**src/rtl/bsm_fetch_sequencer.sv**
```systemverilog
// bsm_fetch_sequencer: per-scanline sequential nametable/PMB fetch into the BSM over a CPU-priority single-port VRAM.
// Define BSM_FETCH_FLIP_EN to enable per-tile vertical (tile[5]) and horizontal (tile[6]) flip.
module bsm_fetch_sequencer #(
  parameter int VRAM_ADDR_WIDTH = 12,
  parameter logic [VRAM_ADDR_WIDTH-1:0] PMB_BASE = 'h200,
  parameter logic [VRAM_ADDR_WIDTH-1:0] NTBL_BASE = 'h400
) (
  input  logic                       clk,
  input  logic                       rst,
  input  logic                       line_start,
  input  logic [7:0]                 line_y,
  output logic                       busy,
  output logic                       done,
  input  logic                       cpu_cs,
  input  logic [VRAM_ADDR_WIDTH-1:0] cpu_addr,
  input  logic [7:0]                 cpu_data,
  output logic [VRAM_ADDR_WIDTH-1:0] vram_addr,
  output logic [7:0]                 vram_wdata,
  output logic                       vram_we,
  output logic                       vram_re,
  input  logic [7:0]                 vram_rdata,
  output logic                       bsm_we,
  output logic [4:0]                 bsm_col,
  output logic [18:0]                bsm_wdata
);
  localparam logic [2:0] S_IDLE = 3'd0;
  localparam logic [2:0] S_COL  = 3'd1;
  localparam logic [2:0] S_TILE = 3'd2;
  localparam logic [2:0] S_PLO  = 3'd3;
  localparam logic [2:0] S_PHI  = 3'd4;
  localparam logic [2:0] S_WR   = 3'd5;
  logic [2:0] state_q, state_d;
  logic [4:0] c_q, c_d;
  logic [7:0] line_q, line_d;
  logic [5:0] clr_q, clr_d;
  logic       pal_q, pal_d;
  logic [4:0] pmba_q, pmba_d;
  logic [7:0] b0_q, b0_d;
  logic       rd_pend_q, rd_pend_d;
  logic       issue, owned, cpu_g, tile_cap;
  logic [4:0] pmba_v;
  logic [2:0] ty_v;
  logic [15:0] pix, pix_o;
  logic [2:0] colour;
  logic [VRAM_ADDR_WIDTH-1:0] fetch_addr;
`ifdef BSM_FETCH_FLIP_EN
  logic vf_q, vf_d, hf_q, hf_d, vf_v;
`endif
  always_comb begin
    cpu_g    = cpu_cs & rst;
    issue    = (state_q == S_COL) || (state_q == S_TILE) || (state_q == S_PLO) || (state_q == S_PHI);
    owned    = issue & ~cpu_cs;
    // The tile byte arrives in the first PLO cycle; forward it so PLO can issue without waiting.
    tile_cap = (state_q == S_PLO) && rd_pend_q;
    pmba_v   = tile_cap ? vram_rdata[4:0] : pmba_q;
`ifdef BSM_FETCH_FLIP_EN
    vf_v     = tile_cap ? vram_rdata[5] : vf_q;
    ty_v     = vf_v ? ~line_q[2:0] : line_q[2:0];
`else
    ty_v     = line_q[2:0];
`endif
    fetch_addr = (state_q == S_COL)  ? NTBL_BASE + VRAM_ADDR_WIDTH'(960) :
                 (state_q == S_TILE) ? NTBL_BASE + VRAM_ADDR_WIDTH'({line_q[7:3], c_q}) :
                 (state_q == S_PLO || state_q == S_PHI) ?
                   PMB_BASE + VRAM_ADDR_WIDTH'({pmba_v, ty_v, state_q == S_PHI}) : '0;
    pix = {b0_q, vram_rdata};
`ifdef BSM_FETCH_FLIP_EN
    pix_o = pix;
    for (int i = 0; i < 8; i++) pix_o[2*i +: 2] = hf_q ? pix[14-2*i +: 2] : pix[2*i +: 2];
`else
    pix_o = pix;
`endif
    colour     = pal_q ? clr_q[5:3] : clr_q[2:0];
    vram_we    = cpu_g;
    vram_addr  = cpu_g ? cpu_addr : fetch_addr;
    vram_wdata = rst ? cpu_data : '0;
    vram_re    = owned;
    bsm_we     = state_q == S_WR;
    done       = bsm_we && (c_q == 5'd31) && !line_start;
    busy       = (state_q != S_IDLE) && !done;
    bsm_col    = bsm_we ? c_q : '0;
    bsm_wdata  = bsm_we ? {colour, pix_o} : '0;
  end
  always_comb begin
    state_d   = state_q;
    c_d       = c_q;
    line_d    = line_q;
    clr_d     = ((state_q == S_TILE) && rd_pend_q) ? vram_rdata[5:0] : clr_q;
    pal_d     = tile_cap ? vram_rdata[7] : pal_q;
    pmba_d    = pmba_v;
    b0_d      = ((state_q == S_PHI) && rd_pend_q) ? vram_rdata : b0_q;
    rd_pend_d = owned & ~line_start;
`ifdef BSM_FETCH_FLIP_EN
    vf_d      = vf_v;
    hf_d      = tile_cap ? vram_rdata[6] : hf_q;
`endif
    if (line_start) begin
      state_d = S_COL;
      c_d     = '0;
      line_d  = line_y;
    end else if (owned) begin
      state_d = (state_q == S_COL)  ? S_TILE :
                (state_q == S_TILE) ? S_PLO  :
                (state_q == S_PLO)  ? S_PHI  : S_WR;
    end else if (state_q == S_WR) begin
      state_d = (c_q == 5'd31) ? S_IDLE : S_TILE;
      c_d     = c_q + 5'd1;
    end
  end
  always_ff @(posedge clk or negedge rst) begin
    if (!rst) begin
      state_q   <= S_IDLE;
      c_q       <= '0;
      line_q    <= '0;
      clr_q     <= '0;
      pal_q     <= 1'b0;
      pmba_q    <= '0;
      b0_q      <= '0;
      rd_pend_q <= 1'b0;
`ifdef BSM_FETCH_FLIP_EN
      vf_q      <= 1'b0;
      hf_q      <= 1'b0;
`endif
    end else begin
      state_q   <= state_d;
      c_q       <= c_d;
      line_q    <= line_d;
      clr_q     <= clr_d;
      pal_q     <= pal_d;
      pmba_q    <= pmba_d;
      b0_q      <= b0_d;
      rd_pend_q <= rd_pend_d;
`ifdef BSM_FETCH_FLIP_EN
      vf_q      <= vf_d;
      hf_q      <= hf_d;
`endif
    end
  end
endmodule
```
**config.mk**
```make
export PLATFORM = sky130hd
export DESIGN_NAME = bsm_fetch_sequencer
export DESIGN_NICKNAME = d
export VERILOG_FILES = /design/src/rtl/bsm_fetch_sequencer.sv
export SDC_FILE = /design/constraint.sdc
export NUM_CORES = 1
export LEC_CHECK = 0
export ABC_AREA = 1
export CAP_MARGIN = 0
export CORE_ASPECT_RATIO = 1.1
export CORE_MARGIN = 3
export CORE_UTILIZATION = 33
export CTS_CLUSTER_SIZE = 28
export DETAILED_ROUTE_END_ITERATION = 8
export SLEW_MARGIN = 20
export SYNTH_ARGS = -nofsm -noshare
export SYNTH_HDL_FRONTEND = slang
export SYNTH_SLANG_ARGS = --single-unit
```
**constraint.sdc**
```tcl
create_clock -name clk -period 3.78 [get_ports clk]
set_clock_uncertainty 0.15 [all_clocks]
set_input_delay 0.945 -clock clk [delete_from_list [all_inputs] [get_ports clk]]
set_output_delay 0.945 -clock clk [all_outputs]
set_load 0.05 [all_outputs]
```
[Yosys cells after proc, flatten, opt, wreduce, memory -nomap -nowiden]
Cells that the tools add are included.
Storage, ports and cells
  flip-flop bits (word level): 37
  bits of input ports: 40
  logic and storage cells: 58
Operators by class
  add/sub/neg operators: 3
  eq/ne operators: 7
  multiplexer cells: 19
  bitwise operators: 5
  reduce and logical (&&, ||, !) cells: 16
Operators with widths (count)
  $mux 12: 3
  $mux 5: 5
  $mux 19: 1
  $mux 3: 6
  $add 11x10->12 const A: 1
  $add 10x9->11 const A: 1
  $mux 11: 1
  $mux 8: 1
  $eq 3x2->1 const B: 2
  $eq 3x3->1 const B: 2
  $logic_and 1x1->1: 6
  $reduce_bool 3->1: 2
  $add 5x1->5 const B: 1
  $eq 5x5->1 const B: 1
  $logic_or 1x1->1: 4
  $and 1x1->1: 3
  $eq 3x1->1 const B: 1
  $logic_not 1->1: 2
  $mux 2: 1
  $ne 2x2->1 const B: 1
  $not 1->1: 2
  $reduce_and 2->1: 1
  $reduce_bool 2->1: 1
  $mux 1: 1

[Logic depth before layout (Yosys ltp)]
  depth in word-level cells: 8
  gate-level depth with buffers: 9
  gate-level depth less buffers: 8

[Least setup slack after synthesis]
OpenSTA, ideal clock, no wires.
  path kind: input port to output port
  start point: input port line_start
  end point: output port busy
  arrival time: 2.249 ns
  data required time: 2.685 ns
  slack: 0.436 ns
  cell stages on the path: 4
  path buffers: 0
  cell sequence: inv_1 nand2_1 nor2_1 a21oi_1
Between the ends
  longest elaborated chain between the ends: 4
Ends and longest elaborated chain
  from (decl): line 10  | input logic line_start,
  $logic_not 1->1: line 79  | done = bsm_we && (c_q == 5'd31) && !line_start;
  $logic_and 1x1->1: line 79
  net done: line 13  | output logic done,
  $logic_not 1->1: line 80  | busy = (state_q != S_IDLE) && !done;
  $logic_and 1x1->1: line 80
  to (decl): line 12  | output logic busy,
The timed path passes the listed nets, and every way through them passes these cells.

[Final worst setup path]
  start point: register state_q[0]
  end point: output port bsm_col[0]
Between the ends
  longest elaborated chain between the ends: 2
Ends and longest elaborated chain
  from (decl): line 32  | logic [2:0] state_q, state_d;
  from (signal assigned): line 125  | state_q <= state_d;
  $eq 3x3->1: line 78  | bsm_we = state_q == S_WR;
  $mux 5: line 81  | bsm_col = bsm_we ? c_q : '0;
  to (decl): line 23  | output logic [4:0] bsm_col,
No other way between the ends.

==> impl.org <==
** Status
- The run finished with clean final reports.

** Critical path
- The worst setup path is launched from a flip-flop.
- R2r endpoint :: state_q[0]$_DFFE_PN0P_
- At the worst endpoint, the arrival time is 2.38 ns.
- Crit path capture type :: output port
- The startpoint identified for the worst register-to-register timing path is state_q[0]$_DFFE_PN0P_.
- Walking the worst path, the cells encountered are nand3_4 -> nor2_1 -> clkdlybuf4s50_1.
- Of all nets on the critical path, the largest fanout is 27.
- Family of cells with the greatest summed delay on the critical path :: buffers and inverters
- Together, buffers and inverters on the worst path number 1.
- Data required time at the worst endpoint :: 2.68 ns
- Timing startpoint of the critical path :: state_q[0]$_DFFE_PN0P_
- In this run the number of cells on the critical path is 3.
- CP Capture Point :: bsm_col[0]
- R2r setup slk :: 1.95 ns
- For this run, the slowest stage of the critical path takes 0.85 ns.
- The largest individual stage delay along the critical path comes from the cell sky130_fd_sc_hd__clkdlybuf4s50_1.
- Depth of the most critical reg-to-reg path :: 7
- The critical path in this run is classified as reg -> out.

** CTS
- In this run, post-CTS repair resized a total of 0 instances.
- In this run the clock root is driven by a sky130_fd_sc_hd__clkbuf_8.
- CTS tree :: done
- Number of clock sinks seen by CTS :: 37
- The H-tree was split into 2 levels.
- Clock transition time at the flip-flop clock pins of the worst setup and hold paths :: 0.08 ns
- The clock passes through at most 2 buffers.
- After clock tree synthesis, the flow added hold-fix buffers numbering 0.
- In this run the post-CTS setup repair buffer count came out at 0.
- TritonCTS created 5 clock buffers.
- Source-to-sink clock delay at the later pin of the worst-skew pair :: 0.29 ns

** Logic synthesis
- Counting every net in the synthesized netlist gives 346.
- A synthesized cell averages 7.38 um^2.
- Cells after synthesis :: 304
- Counting flops with a built-in enable in the synthesized netlist gives 0.
- Counting flops with an async set or reset pin after synthesis yields a share of 100%.
- Yosys mapped the design onto 26 distinct sky130hd cell types.
- Synth area leader :: sky130_fd_sc_hd__dfrtp_1
- Combined area of all synthesized cells :: 2240 um^2
- In the synthesized netlist the dominant register cell turns out to be sky130_fd_sc_hd__dfrtp_1.
- Total number of yosys warnings :: 0
- By area the synthesized netlist is led by sky130_fd_sc_hd__dfrtp_1, sky130_fd_sc_hd__nand2_1, sky130_fd_sc_hd__inv_1.
- After synthesis, flip-flops and latches occupy 41.3% of the total area.
- Flip-flop and latch count after synthesis :: 37
- The share of synthesized area in the top cell type comes to 41.3%.

** Floorplanning
- Placeable Area :: 6380 um^2
- Full die area :: 7820 um^2
- Row count :: 30
- Die X-Extent :: 84.6 um
- Effective utilization at floorplan :: 35.1%
- Height of the chip :: 92.5 um
- 89 I/O pins were placed.

** Power
- Per report_power, the clock group accounts for 22.3% of the total.
- Cell-internal power :: 0.00101 W
- Switching part of the total :: 38.5%
- Worst-case vdd ir drop :: 199 uV
- Summed over all cells, the static leakage comes to 1.77 nW.
- Net switching power :: 0.000634 W
- The share of total power dissipated in combinational logic is 42.8%.
- Of the total power, registers draw 34.9%.
- Power per cell area :: 478 nW/um^2

** Timing
- Static timing analysis puts the maximum clock frequency at 288 MHz.
- Setup repair after global routing left no endpoint under its margin.
- At the pin with the least slew margin, the transition time is 0.519 ns.
- Crit path time final :: 3.47 ns
- Setup-violating endpoint count in the final report :: 0
- Sum Neg Setup Slack :: 0 ns
- Measured against its own limit, the worst slew margin works out to 65.3%.
- Max-slew violation total from the final report :: 0
- Final period utilization :: 91.8%
- The number of hold violations in the final report came to 0.

** Routing
- The routed layout has 2106 vias.
- In the final routed layout, each cell accounts on average for 12.8 um.
- For this block, the initial DRC count from the detailed router was 85.
- Total DRC errors in the routed layout :: 0
- Vias per cell :: 4.46
- Total length of routed wires :: 6030 um
- The detail route stage leaves a number of antenna-violating nets equal to 0.
- DR pass1 iterations :: 4

** Finish
- The post-route netlist has 21.4% of its cells at a drive strength greater than 1.
- Post-synthesis to final-layout area growth :: 53.7%
- Net count reported at finish :: 433
- The repair_antennas step left the layout with diodes totalling 0.
- Commonest non-fill, non-tap cells in the layout :: sky130_fd_sc_hd__nand2_1, sky130_fd_sc_hd__clkdlybuf4s50_1, sky130_fd_sc_hd__inv_1
- Most frequent standard cell in the layout excluding fill and tap cells :: sky130_fd_sc_hd__nand2_1
- Final Instance Area :: 3450 um^2

** Placed design
- Cell Area, Placed :: 3330 um^2
- During placement, the flow inserted port buffers numbering 88.
- Placed wire-length estimate :: 4560 um
- Routability-driven placement finished with a final weighted congestion of 0.754.

** Global routing
- The first global-routing pass estimated 10100 um of wire.
- Entering global routing, the biggest net connects 38 pins.
- The initial antenna violation count came to 0.
- Global-route usage over all layers :: 16.0%
- The total overflow left after global routing is 0.
- Via count of the first global-routing pass :: 2022

** Worst hold path
- The min-delay analysis places its worst path in the category reg -> reg.

** Job
- Max Cap Viol :: 0
==> through the flow <==
stage                     total power (W)  cells  worst slack, ns  utilization [%]  hold WS [ns]
after floorplan                   0.00104    304            0.436                -         0.292
after global placement            0.00129    464            0.483             52.1         0.305
after detailed placement          0.00129    464            0.453             52.1         0.311
after CTS                         0.00166    472            0.281             54.0         0.327
after global routing              0.00176    472            0.128             54.0         0.341
final                             0.00165    472            0.308             54.0         0.325
==> power by group through the flow <==
| stage | combinational [W] | sequential, W | clock [W] |
|---|---|---|---|
| final | 0.000705 | 0.000575 | 0.000368 |
| after detailed placement | 0.000709 | 0.000585 | 0 |
| after CTS | 0.000712 | 0.000577 | 0.000375 |
| after global placement | 0.000702 | 0.000583 | 0 |
| after floorplan | 0.000483 | 0.000555 | 0 |
| after global routing | 0.000772 | 0.000591 | 0.000393 |
==> layout make-up <==
class,instances,area [um^2]
multi-input cells,205,1030
clock buffers,6,82.6
repair buffers,92,1080
clock inverters,2,37.5
inverters,50,190
fillers,639,2930
well taps,80,100
flip-flops and latches,37,926
==> worst reg2reg max path, delay by kind of cell, from the launching register on <==
kind          cells  cell delay (ns)
buf+inv           2             0.11
simple gates      5             0.82
flops             1             0.65
==> cell usage after synthesis (all sizes together) (3+ instances only) <==
library cell  count
nand2            95
inv              50
dfrtp            37
nor2             33
o21ai            27
nand3            20
a21oi            17
buf              10
nor3              5
o21a              3
==> how the worst min path moves through the flow <==
stage | from | cells past startpoint | end
floorplan | line_q[1]$_DFFE_PN0P_ | 2 | line_q[1]$_DFFE_PN0P_
global placement | line_q[5]$_DFFE_PN0P_ | 2 | line_q[5]$_DFFE_PN0P_
detailed placement | line_q[1]$_DFFE_PN0P_ | 2 | line_q[1]$_DFFE_PN0P_
CTS | line_q[1]$_DFFE_PN0P_ | 2 | line_q[1]$_DFFE_PN0P_
global route | line_q[3]$_DFFE_PN0P_ | 2 | line_q[3]$_DFFE_PN0P_
finish | line_q[0]$_DFFE_PN0P_ | 2 | line_q[0]$_DFFE_PN0P_
==> routing by layer <==
layer | part of all wire (%) | global-route usage (%)
met5 | 0 | 0
met4 | 0.78 | 3.17
met3 | 8.1 | 4.63
met2 | 45 | 24.7
met1 | 47 | 22.5
==> sequential cells by signal, summed over array words and instances (netlist names) <==
name,flops
b0_q,8
c_q,5
clr_q,6
line_q,8
pal_q,1
pmba_q,5
rd_pend_q,1
state_q,3
==> logic make-up (layout without fill, tap and decap cells) <==
kind of cell | Yosys count | after routing | share of synthesized area [%]
AO/OA/AOI/OAI | 47 | 47 | 12.3
adder cells (fa/ha/maj) | 2 | 2 | 1.12
buffers and inverters | 62 | 150 | 12.6
flip-flops | 37 | 37 | 41.3
AND/OR/NAND/NOR | 156 | 156 | 32.7
(Power assumes the default switching activity.)
